[config.mk]
export PLATFORM = sky130hd
export DESIGN_NAME = multi_byte_add_seq
export DESIGN_NICKNAME = d
export VERILOG_FILES = /design/src/rtl/multi_byte_add_seq.sv
export SDC_FILE = /design/constraint.sdc
export NUM_CORES = 1
export LEC_CHECK = 0
export CORE_MARGIN = 5
export CORE_UTILIZATION = 40
export CTS_CLUSTER_SIZE = 14
export DETAILED_ROUTE_END_ITERATION = 10
export PLACE_DENSITY = 0.66
export SLEW_MARGIN = 40
export SYNTH_ARGS = -nofsm -noshare
export SYNTH_HDL_FRONTEND = slang
export SYNTH_HIERARCHICAL = 1
export SYNTH_SLANG_ARGS = --single-unit
[constraint.sdc]
create_clock -name clk -period 7.6 [get_ports clk]
set_input_delay 1.14 -clock clk [delete_from_list [all_inputs] [get_ports clk]]
set_output_delay 1.14 -clock clk [all_outputs]
set_load 0.02 [all_outputs]
[src/rtl/multi_byte_add_seq.sv]
// Sequential wide adder: one shared 8-bit adder walks NBYTES limbs, one per clock.
// Optional ADD_SUB_EN macro adds subtraction (B inverted, carry-in forced to 1).

module add8 (
    input  logic [7:0] x,
    input  logic [7:0] y,
    input  logic       ci,
    output logic [7:0] s,
    output logic       co
);
    assign {co, s} = {1'b0, x} + {1'b0, y} + {8'b0, ci};
endmodule

module multi_byte_add_seq #(
    parameter int NBYTES = 4
) (
    input  logic                  clk,
    input  logic                  rst_n,
    input  logic                  start,
    input  logic [8*NBYTES-1:0]   a,
    input  logic [8*NBYTES-1:0]   b,
    input  logic                  cin,
    input  logic                  sub,
    output logic                  busy,
    output logic                  done,
    output logic [8*NBYTES-1:0]   sum,
    output logic                  cout,
    output logic                  ovf
);
    localparam int W  = 8 * NBYTES;
    localparam int IW = $clog2(NBYTES);
    localparam logic [IW-1:0] LAST = IW'(NBYTES - 1);

    typedef enum logic [1:0] {IDLE, RUN, DONE} state_t;

    state_t          state;
    logic [W-1:0]    a_q;
    logic [W-1:0]    b_q;
    logic            carry;
    logic [IW-1:0]   idx;

    logic [W-1:0]    b_eff;
    logic            c_eff;
    logic [7:0]      limb_a;
    logic [7:0]      limb_b;
    logic [7:0]      add_s;
    logic            add_co;

`ifdef ADD_SUB_EN
    // Subtract as A + ~B + 1; cin is deliberately ignored in that case.
    assign b_eff = sub ? ~b : b;
    assign c_eff = sub ? 1'b1 : cin;
`else
    logic unused_sub;
    assign unused_sub = sub;
    assign b_eff      = b;
    assign c_eff      = cin;
`endif

    assign limb_a = a_q[{idx, 3'b000} +: 8];
    assign limb_b = b_q[{idx, 3'b000} +: 8];

    add8 u_add8 (
        .x  (limb_a),
        .y  (limb_b),
        .ci (carry),
        .s  (add_s),
        .co (add_co)
    );

    always_ff @(posedge clk or negedge rst_n) begin
        if (!rst_n) begin
            state <= IDLE;
            a_q   <= '0;
            b_q   <= '0;
            carry <= 1'b0;
            idx   <= '0;
            busy  <= 1'b0;
            done  <= 1'b0;
            sum   <= '0;
            cout  <= 1'b0;
            ovf   <= 1'b0;
        end else begin
            case (state)
                IDLE: begin
                    done <= 1'b0;
                    if (start) begin
                        state <= RUN;
                        a_q   <= a;
                        b_q   <= b_eff;
                        carry <= c_eff;
                        idx   <= '0;
                        busy  <= 1'b1;
                    end
                end
                RUN: begin
                    sum[{idx, 3'b000} +: 8] <= add_s;
                    carry <= add_co;
                    if (idx == LAST) begin
                        // Final limb: flags come straight from the top adder slice.
                        state <= DONE;
                        idx   <= '0;
                        busy  <= 1'b0;
                        done  <= 1'b1;
                        cout  <= add_co;
                        ovf   <= (a_q[W-1] == b_q[W-1]) && (add_s[7] != a_q[W-1]);
                    end else begin
                        idx <= idx + IW'(1);
                    end
                end
                DONE: begin
                    done <= 1'b0;
                    if (start) begin
                        state <= RUN;
                        a_q   <= a;
                        b_q   <= b_eff;
                        carry <= c_eff;
                        idx   <= '0;
                        busy  <= 1'b1;
                    end else begin
                        state <= IDLE;
                    end
                end
                default: begin
                    state <= IDLE;
                    busy  <= 1'b0;
                    done  <= 1'b0;
                end
            endcase
        end
    end
endmodule

# Yosys cells after proc, flatten, opt, wreduce, memory -nomap -nowiden
# Cells that the tools add are included.
# op_classes
n_addsub	4
n_eq_ne	8
n_shift	4
n_mux	15
n_reduce_logical	9
# ops
operator	n
$shiftx 32x6->8	2
$bwmux 32	1
$shift 8x7->32 const A	1
$shiftx 8x7->32	1
$reduce_and 2->1	5
$add 8x8->9	1
$add 9x1->9	1
$mux 2	4
$neg 5->7	1
$mux 1	6
$pmux 2 s3	1
$eq 2x2->1 const B	2
$ne 2x2->1 const B	2
$pmux 1 s2	2
$pmux 2 s2	1
$add 2x1->2 const B	1
$eq 2x1->1 const B	1
$logic_not 2->1	1
$ne 2x1->1 const B	1
$reduce_bool 2->1	1
$reduce_or 2->1	1
$eq 1x1->1	1
$logic_and 1x1->1	1
$ne 1x1->1	1
# totals
register_bits	105
input_bits	69
out_inout_bits	36
word_cells	50

# Logic depth before layout (Yosys ltp)
# Gate-level depths: netlist of run 1.
# logic_depth
ltp_word	5
mapped_depth	11
depth_no_buf	9

# Modules after synthesis
# Netlist of run 1, hierarchy kept.
# by_module_without_submodules
mod	n_inst	cells_per_inst	area_per_inst_um2
multi_byte_add_seq	1	415	4476.8
add8	1	40	331.6

# Worst setup path before layout of run 1
# Ideal clock, no wire load.
# synth_timing
path_kind	register to register
from	register idx[0]
to	register cout
setup_ps	128
t_arrival_ps	2904
required_ps	7472
setup_slack_ps	4569
stages_incl_launch_ff	10
synth_period_minus_slack_ps	3031
cell_sequence	dfrtp_1 buf_2 buf_4 mux4_2 fa_1 fa_1 a21oi_1 o21a_1 o21ai_0 mux2_1
# synth_via
elab_chain_cells	3
word_cells_on_any_way	6
# synth_rtl
element	line_no	text
start, declared	40	logic [IW-1:0] idx;
start signal, assigned	108	idx <= idx + IW'(1);
$shiftx 32x6->8	61	assign limb_b = b_q[{idx, 3'b000} +: 8];
named net limb_b[0]	45	logic [7:0] limb_b;
$add 8x8->9	11	assign {co, s} = {1'b0, x} + {1'b0, y} + {8'b0, ci};
$add 9x1->9	11	
named net add_co	47	logic add_co;
end signal, assigned	105	cout <= add_co;
end, declared	27	output logic cout,
# The timed path passes the listed nets, and every way through them passes these cells.
# A chain may end at the register's enable or synchronous reset.

# Worst setup path in the final report of run 1
# layout_timing
from	register idx[0]
to	register ovf
# layout_via
elab_chain_cells	5
word_cells_on_any_way	8
# layout_rtl
element	line_no	text
$shiftx 32x6->8	60	assign limb_a = a_q[{idx, 3'b000} +: 8];
named net limb_a[4]	44	logic [7:0] limb_a;
$add 8x8->9	11	
$add 9x1->9	11	
named net add_s[7]	46	logic [7:0] add_s;
$ne 1x1->1	106	ovf <= (a_q[W-1] == b_q[W-1]) && (add_s[7] != a_q[W-1]);
$logic_and 1x1->1	106	
end signal, assigned	106	
end, declared	28	output logic ovf
# The timed path passes the listed nets, and every way through them passes these cells.

==> reports/qor.csv, run 1 <==
stage;metric;value;unit
worst_hold_path;hp-start;a_q[0];
timing;rsz0062_at_grt;false;
setup_path;end_kind;register;
synth;synth-async-reset-ratio;100;%
route;drc_errors;0;
die;start_util;40.4;%
route;drt-pass1-iter-count;5;
power;pwr-share-comb;51.7;%
setup_path;crit_chain;buf_4 -> mux4_2 -> ha_1 -> a21o_1 -> a21oi_2 -> o221a_2 -> o211ai_1 -> nand2b_1 -> o22ai_1 -> mux2_1;
synth;ys.flop_type;dfrtp_1;
power;switching_share;42.3;%
cells_and_area;nFillCells;1078;
placed_design;dp_hpwl;8240;um
global_route;grt_max_degree;67;
power;powerDensity;478;mW/mm^2
die;io_pins;105;
cells_and_area;antenna_cells;0;
power;p_int;1.73;mW
timing;tightest_slew;695;ps
synth;synth_seq_cells;105;
placed_design;port_buffers;103;
cells_and_area;nets;636;
power;peakVddDrop;0.219;mV
timing;setup_tns;0;ps
route;ant_nets;0;
setup_path;crit_required;7830;ps
cts;cts_inserted_buffers;9;
cts;cts_setup_buffers;0;
setup_path;startpoint;idx[0];
timing;slew_violations;0;
job;cap_viol_max_count;0;
die;dieArea;0.0143;sq mm
timing;slew_headroom;53.7;%
timing;finalSetupViolCount;0;
setup_path;cpPeakStageDelay;620;ps
synth;syn_area;0.00481;sq mm
die;fp.dieW;120;um
global_route;first_global_vias;3759;
timing;fin_skew;8.58;ps
cts;clockBufferDepth;2;
global_route;grtUsageTotal;16.2;%
cts;postCtsHoldBufs;0;
run_status;status;finished clean;
cts;cts_max_level;3;
worst_hold_path;worstHoldPathType;register to register;
global_route;grt_pass1_wl;18700;um
cts;cts.sinks;105;
synth;synth.avg_cell_area;10.6;sq um
global_route;antenna_found_initial;0;
synth;synth_edf_count;0;
setup_path;cp_slowest_cell;mux4_2;
setup_path;crit_type;register to register;
synth;ys_warn_count;6;
synth;syn_inst;455;
cts;clock_latency;340;ps
cts;clk_transition_reported_paths;70;ps
cells_and_area;area_delta_synth_final;30.4;%
placed_design;place_inst;688;
cells_and_area;drive_above_1_share;8.62;%
cts;cts_tree;built;
setup_path;cp_max_fo;27;
power;clockPowerShare;16.3;%
route;viasPerCell;5.06;
route;dr_total_vias;3561;
timing;post-route-min-period;3250;ps
cells_and_area;multi_input_area;0.00207;sq mm
setup_path;timing.rr.start;idx[0];
cts;root_buffer;clkbuf_16;
global_route;grt-ovfl-total;0;
route;routed_wl;11400;um
cells_and_area;finalNonFillerCells;704;
timing;hold_viol;0;
timing;timing.fmax;0.308;GHz
synth;syn-num-nets;539;
power;power_frac_seq;32.0;%
placed_design;place.gp.congestion;0.826;
synth;ys_seq_area_share;54.6;%
route;drtIter0Drc;317;
die;row_count;40;
timing;fin_crit_sh;42.8;%
die;die_y;120;um
setup_path;crit_path_start_kind;register;
die;coreArea;0.0119;sq mm
route;wl_per_cell;16.2;um
synth;yosys.cell_types.count;43;
setup_path;crit_arrival;3480;ps
cts;ctsResizeCount;0;
power;p_switching;1.27;mW
cells_and_area;seqCellArea;0.00263;sq mm
power;p_leak;2.97;nW
[layout make-up]
type	count	area share (%)
clock buffers	9	3.59
repair buffers	106	16.8
multi-input cells	323	33.0
flip-flops and latches	105	41.9
clock inverters	7	1.38
inverters	7	0.419
well taps	147	2.93
[cells by family (layout without fill, tap and decap cells)]
| kind of cell | count (synthesis) | count (layout) | synth area share [%] |
|---|---|---|---|
| and+or+nand+nor | 232 | 232 | 20.8 |
| muxes | 19 | 19 | 8.17 |
| buffers and inverters | 27 | 129 | 2.55 |
| xor gates and xnor gates | 4 | 4 | 0.729 |
| adders and majority gates | 15 | 15 | 4.22 |
| DFF | 105 | 105 | 54.6 |
| AOI/OAI and AO/OA | 53 | 53 | 8.87 |
[synthesized netlist by cell type, types with 2 or more instances]
master / n / area (sq um)
nor2b_1: 3 / 18.8
mux2_1: 2 / 22.5
dfrtp_1: 105 / 2630
a21o_1: 3 / 22.5
xor2_1: 2 / 17.5
buf_1: 2 / 7.51
inv_1: 6 / 22.5
buf_2: 14 / 70.1
nor4_4: 2 / 42.5
xnor2_1: 2 / 17.5
clkbuf_1: 3 / 11.3
nor2_1: 5 / 18.8
nand3_1: 3 / 15.0
a22o_1: 30 / 263
a311o_1: 2 / 20.0
nand2_1: 204 / 766
a21oi_1: 5 / 25.0
mux4_2: 16 / 360
o21ai_0: 3 / 15.0
ha_1: 13 / 163
nor4_1: 2 / 12.5
o31ai_1: 2 / 15.0
fa_1: 2 / 40.0
nand2b_1: 5 / 31.3
[power groups by stage]
stage	combinational [mW]	sequential (mW)	clock (mW)
after floorplan	1.05	0.987	0
after global placement	1.52	0.957	0
after detailed placement	1.56	0.973	0
after CTS	1.57	0.963	0.494
after global routing	1.72	0.993	0.520
final	1.55	0.961	0.488
[metal layers]
layer	vias up	GRT usage [%]	wire length, um	share of wire (%)
met2	102	26.4	5470	48
met3	6	3.91	587	5.2
met5	-	0	0	0
met1	1723	22.3	5240	46
li1	1730	-	-	-
met4	0	3.36	80	0.70
[cell usage in the layout (no fill, tap or decap), types with 3 or more instances in the layout]
master and count:
nand2_1 204, dfrtp_1 104, clkdlybuf4s50_1 102, a22o_1 30
mux4_2 16, ha_1 13, clkbuf_16 9, inv_1 6
nor2_1 5, a21oi_1 5, nand2b_1 4, buf_4 4
nand3_1 3, nor2b_1 3, a21o_1 3, o21ai_0 3
[registers in the layout (all words and copies together), names as in the netlist]
signal,count
idx,2
cout,1
a_q,32
carry,1
state,2
b_q,32
ovf,1
done,1
busy,1
sum,32
[path summary, 6_finish.rpt]
check	cells past startpoint	slack, ps	to
min in group asynchronous	1	820	sum[2]
setup / recovery	10	4350	ovf
hold reg to reg	2	470	a_q[0]
setup reg to reg	10	4350	ovf
hold / removal	2	470	a_q[0]
max in group asynchronous	2	5620	b_q[22]
[per-stage QoR]
| stage | cell area (sq um) | power [mW] | worst slack (ps) | utilization [%] | hold WS [ps] |
|---|---|---|---|---|---|
| 3_3_place_gp | 5950 | 2.47 | 4330 | 50.0 | 452 |
| 4_1_cts | 6270 | 3.03 | 4320 | 52.6 | 478 |
| 6_report | 6270 | 3.00 | 4350 | 52.6 | 473 |
| 5_1_grt | 6270 | 3.23 | 4150 | 52.6 | 494 |
| 2_1_floorplan | 4810 | 2.04 | 4570 | - | 440 |
| 3_5_place_dp | 5960 | 2.53 | 4330 | 50.0 | 461 |
[worst max-delay path, delay by kind of cell, from the launching register on]
| family | cells | cell delay [ps] |
|---|---|---|
| multiplexers | 2 | 920 |
| AO/OA/AOI/OAI | 5 | 910 |
| buffers and inverters | 1 | 410 |
| adder cells (fa/ha/maj) | 1 | 380 |
| flip-flops | 1 | 330 |
| AND/OR/NAND/NOR | 1 | 160 |
(Power assumes the default switching activity.)
==> inputs of run 2 (changes only) <==
Settings changed: PLACE_DENSITY 0.66 to 0.68.
Clock period 7.6 ns to 2.7 ns, I/O delays scaled along.
==> run 2 against run 1 <==
  * The run now ends with setup timing left
  * Worst setup slack got worse by 4400 ps
  * Global-route usage rose by 0.86 points
  * Worst hold slack got worse by 380 ps
  * Final area rose by 3.7%
  * Register-to-register slack got worse by 4400 ps
  * Critical path type unchanged
  * Largest cell class unchanged
  * Highest routed layer unchanged
==> reports/qor.csv, run 2 (same netlist as run 1, synthesis figures left out) <==
stage;metric;value;unit;change
run_status;status;complete, but fails checks;;was finished clean
run_status;violations;setup timing;;
timing;slew_headroom;53.1;%;was 53.7%
cts;cts_max_level;3;;unchanged
cells_and_area;postLayoutCellArea;0.00650;sq mm;was 0.00627 sq mm
power;clockPowerShare;14.1;%;was 16.3%
setup_path;end_kind;register;;unchanged
setup_path;r2r_cells;7;;was 10
setup_path;crit_arrival;2950;ps;was 3480 ps
timing;hold_viol;0;;unchanged
cells_and_area;layout_commonest_cell;nand2_1;;unchanged
placed_design;dp_hpwl;8790;um;was 8240 um
timing;slew_violations;0;;unchanged
die;fp.dieW;120;um;unchanged
timing;rsz0062_at_grt;true;;was false
cts;postCtsHoldBufs;0;;unchanged
timing;fin_crit_sh;101;%;was 42.8%
timing;setup_tns;-36.5;ps;was 0 ps
route;drt-pass1-iter-count;4;;was 5
cts;root_buffer;clkbuf_16;;unchanged
placed_design;placed_area;0.00610;sq mm;was 0.00596 sq mm
route;dr_total_vias;3633;;was 3561
timing;post-route-min-period;2720;ps;was 3250 ps
die;dieArea;0.0143;sq mm;unchanged
setup_path;crit_type;register to register;;unchanged
setup_path;crit_path_start_kind;register;;unchanged
power;switching_share;41.6;%;was 42.3%
power;powerDensity;1420;mW/mm^2;was 478 mW/mm^2
timing;timing.fmax;0.367;GHz;was 0.308 GHz
cells_and_area;finalNonFillerCells;719;;was 704
timing;fin_ws;-24.8;ps;was 4350 ps
power;p_switching;3.85;mW;was 1.27 mW
die;die_y;120;um;unchanged
cts;clk_transition_reported_paths;70;ps;about the same
cells_and_area;antenna_cells;0;;unchanged
worst_hold_path;worstHoldPathType;primary input to asynchronous set/reset pin;;was register to register
cts;cts_tree;built;;unchanged
timing;tightest_slew;704;ps;was 695 ps
global_route;grt_max_degree;54;;was 67
global_route;grt-ovfl-total;0;;unchanged
cells_and_area;top_regs;a_q: 32 flops, b_q: 32 flops, sum: 32 flops;;unchanged
route;routed_wl;11600;um;was 11400 um
placed_design;port_buffers;103;;unchanged
die;coreArea;0.0119;sq mm;unchanged
route;wl_per_cell;16.1;um;was 16.2 um
setup_path;crit_required;2930;ps;was 7830 ps
route;ant_nets;0;;unchanged
cells_and_area;area_delta_synth_final;35.2;%;was 30.4%
route;drtIter0Drc;233;;was 317
power;power.total;9.26;mW;was 3.00 mW
cts;cts.sinks;105;;unchanged
global_route;grtUsageTotal;17.1;%;was 16.2%
cells_and_area;mostFrequentLayoutCells;204 x nand2_1, 104 x dfrtp_1, 102 x clkdlybuf4s50_1, 30 x a22o_1, 16 x mux4_2;;unchanged
power;pwr-share-comb;56.9;%;was 51.7%
power;p_leak;3.06;nW;was 2.97 nW
power;peakVddDrop;0.616;mV;was 0.219 mV
cells_and_area;drive_above_1_share;13.1;%;was 8.62%
die;start_util;40.4;%;unchanged
route;viasPerCell;5.05;;was 5.06
cts;clockBufferDepth;2;;unchanged
placed_design;place_inst;701;;was 688
power;p_int;5.41;mW;was 1.73 mW
global_route;first_global_vias;3874;;was 3759
timing;finalSetupViolCount;3;;was 0
placed_design;place.gp.congestion;0.803;;was 0.826
die;io_pins;105;;unchanged
global_route;antenna_found_initial;0;;unchanged
power;power_frac_seq;29.0;%;was 32.0%
die;row_count;40;;unchanged
timing;fin_skew;8.83;ps;was 8.58 ps
placed_design;dp_slack;-110;ps;was 4330 ps
global_route;grt_pass1_wl;19500;um;was 18700 um
setup_path;cp_max_fo;5;;was 27
route;drc_errors;0;;unchanged
cells_and_area;nets;651;;was 636
job;cap_viol_max_count;0;;unchanged
cts;cts_inserted_buffers;9;;unchanged
cts;clock_latency;350;ps;was 340 ps
run 2: metal layers:
layer | global-route usage, % | routed length [um] | part of all wire [%] | up-vias
met5 | 0 | 0 | 0 | -
met1 | 22.7 | 5220 | 45 | 1759
met2 | 27.9 | 5590 | 48 | 103
li1 | - | - | - | 1759
met4 | 6.73 | 199 | 1.7 | 0
met3 | 3.20 | 600 | 5.2 | 12
run 2: final timing paths:
check                      endpoint  slack [ps]     from
min in group clk            a_q[20]         470  a_q[20]
setup / recovery               cout         -20   idx[0]
hold / removal               sum[8]          90    rst_n
hold reg to reg             a_q[20]         470  a_q[20]
setup reg to reg               cout         -20   idx[0]
max in group asynchronous    idx[0]        1920    rst_n
run 2: final cells by class:
cell class,count,area [sq um]
clock buffer,10,229
clock inverter,6,67.6
fill,1052,5410
inverter,7,26.3
multi-input combinational,323,2160
sequential,105,2630
tap,147,184
timing repair buffer,121,1200
run 2: timing repair:
item,in CTS,in global routing
buffers inserted,1,1
gates resized for setup,7,7
setup endpoints to repair,19,19
pin swaps,4,3
run 2: through the flow:
step | hold slack, ps | utilization [%]
detailed placement | 457 | 51.2
CTS | 127 | 54.1
global placement | 453 | 51.2
finish | 95.0 | 54.6
global route | 165 | 54.6
floorplan | 109 | -
run 2: power groups by stage:
stage	logic (mW)	clock network [mW]	registers, mW
floorplan	3.13	0	2.78
global placement	4.70	0	2.67
detailed placement	4.87	0	2.71
CTS	5.02	1.33	2.69
global route	5.82	1.40	2.77
finish	5.27	1.30	2.68
run 2: worst max-delay path: stages, from the launching register on:
cell and delay, ps:
dfrtp_2 460, mux4_2 550, fa_2 420, fa_2 380, a21oi_4 210, o21a_1 230
o21ai_2 80, mux2_4 270
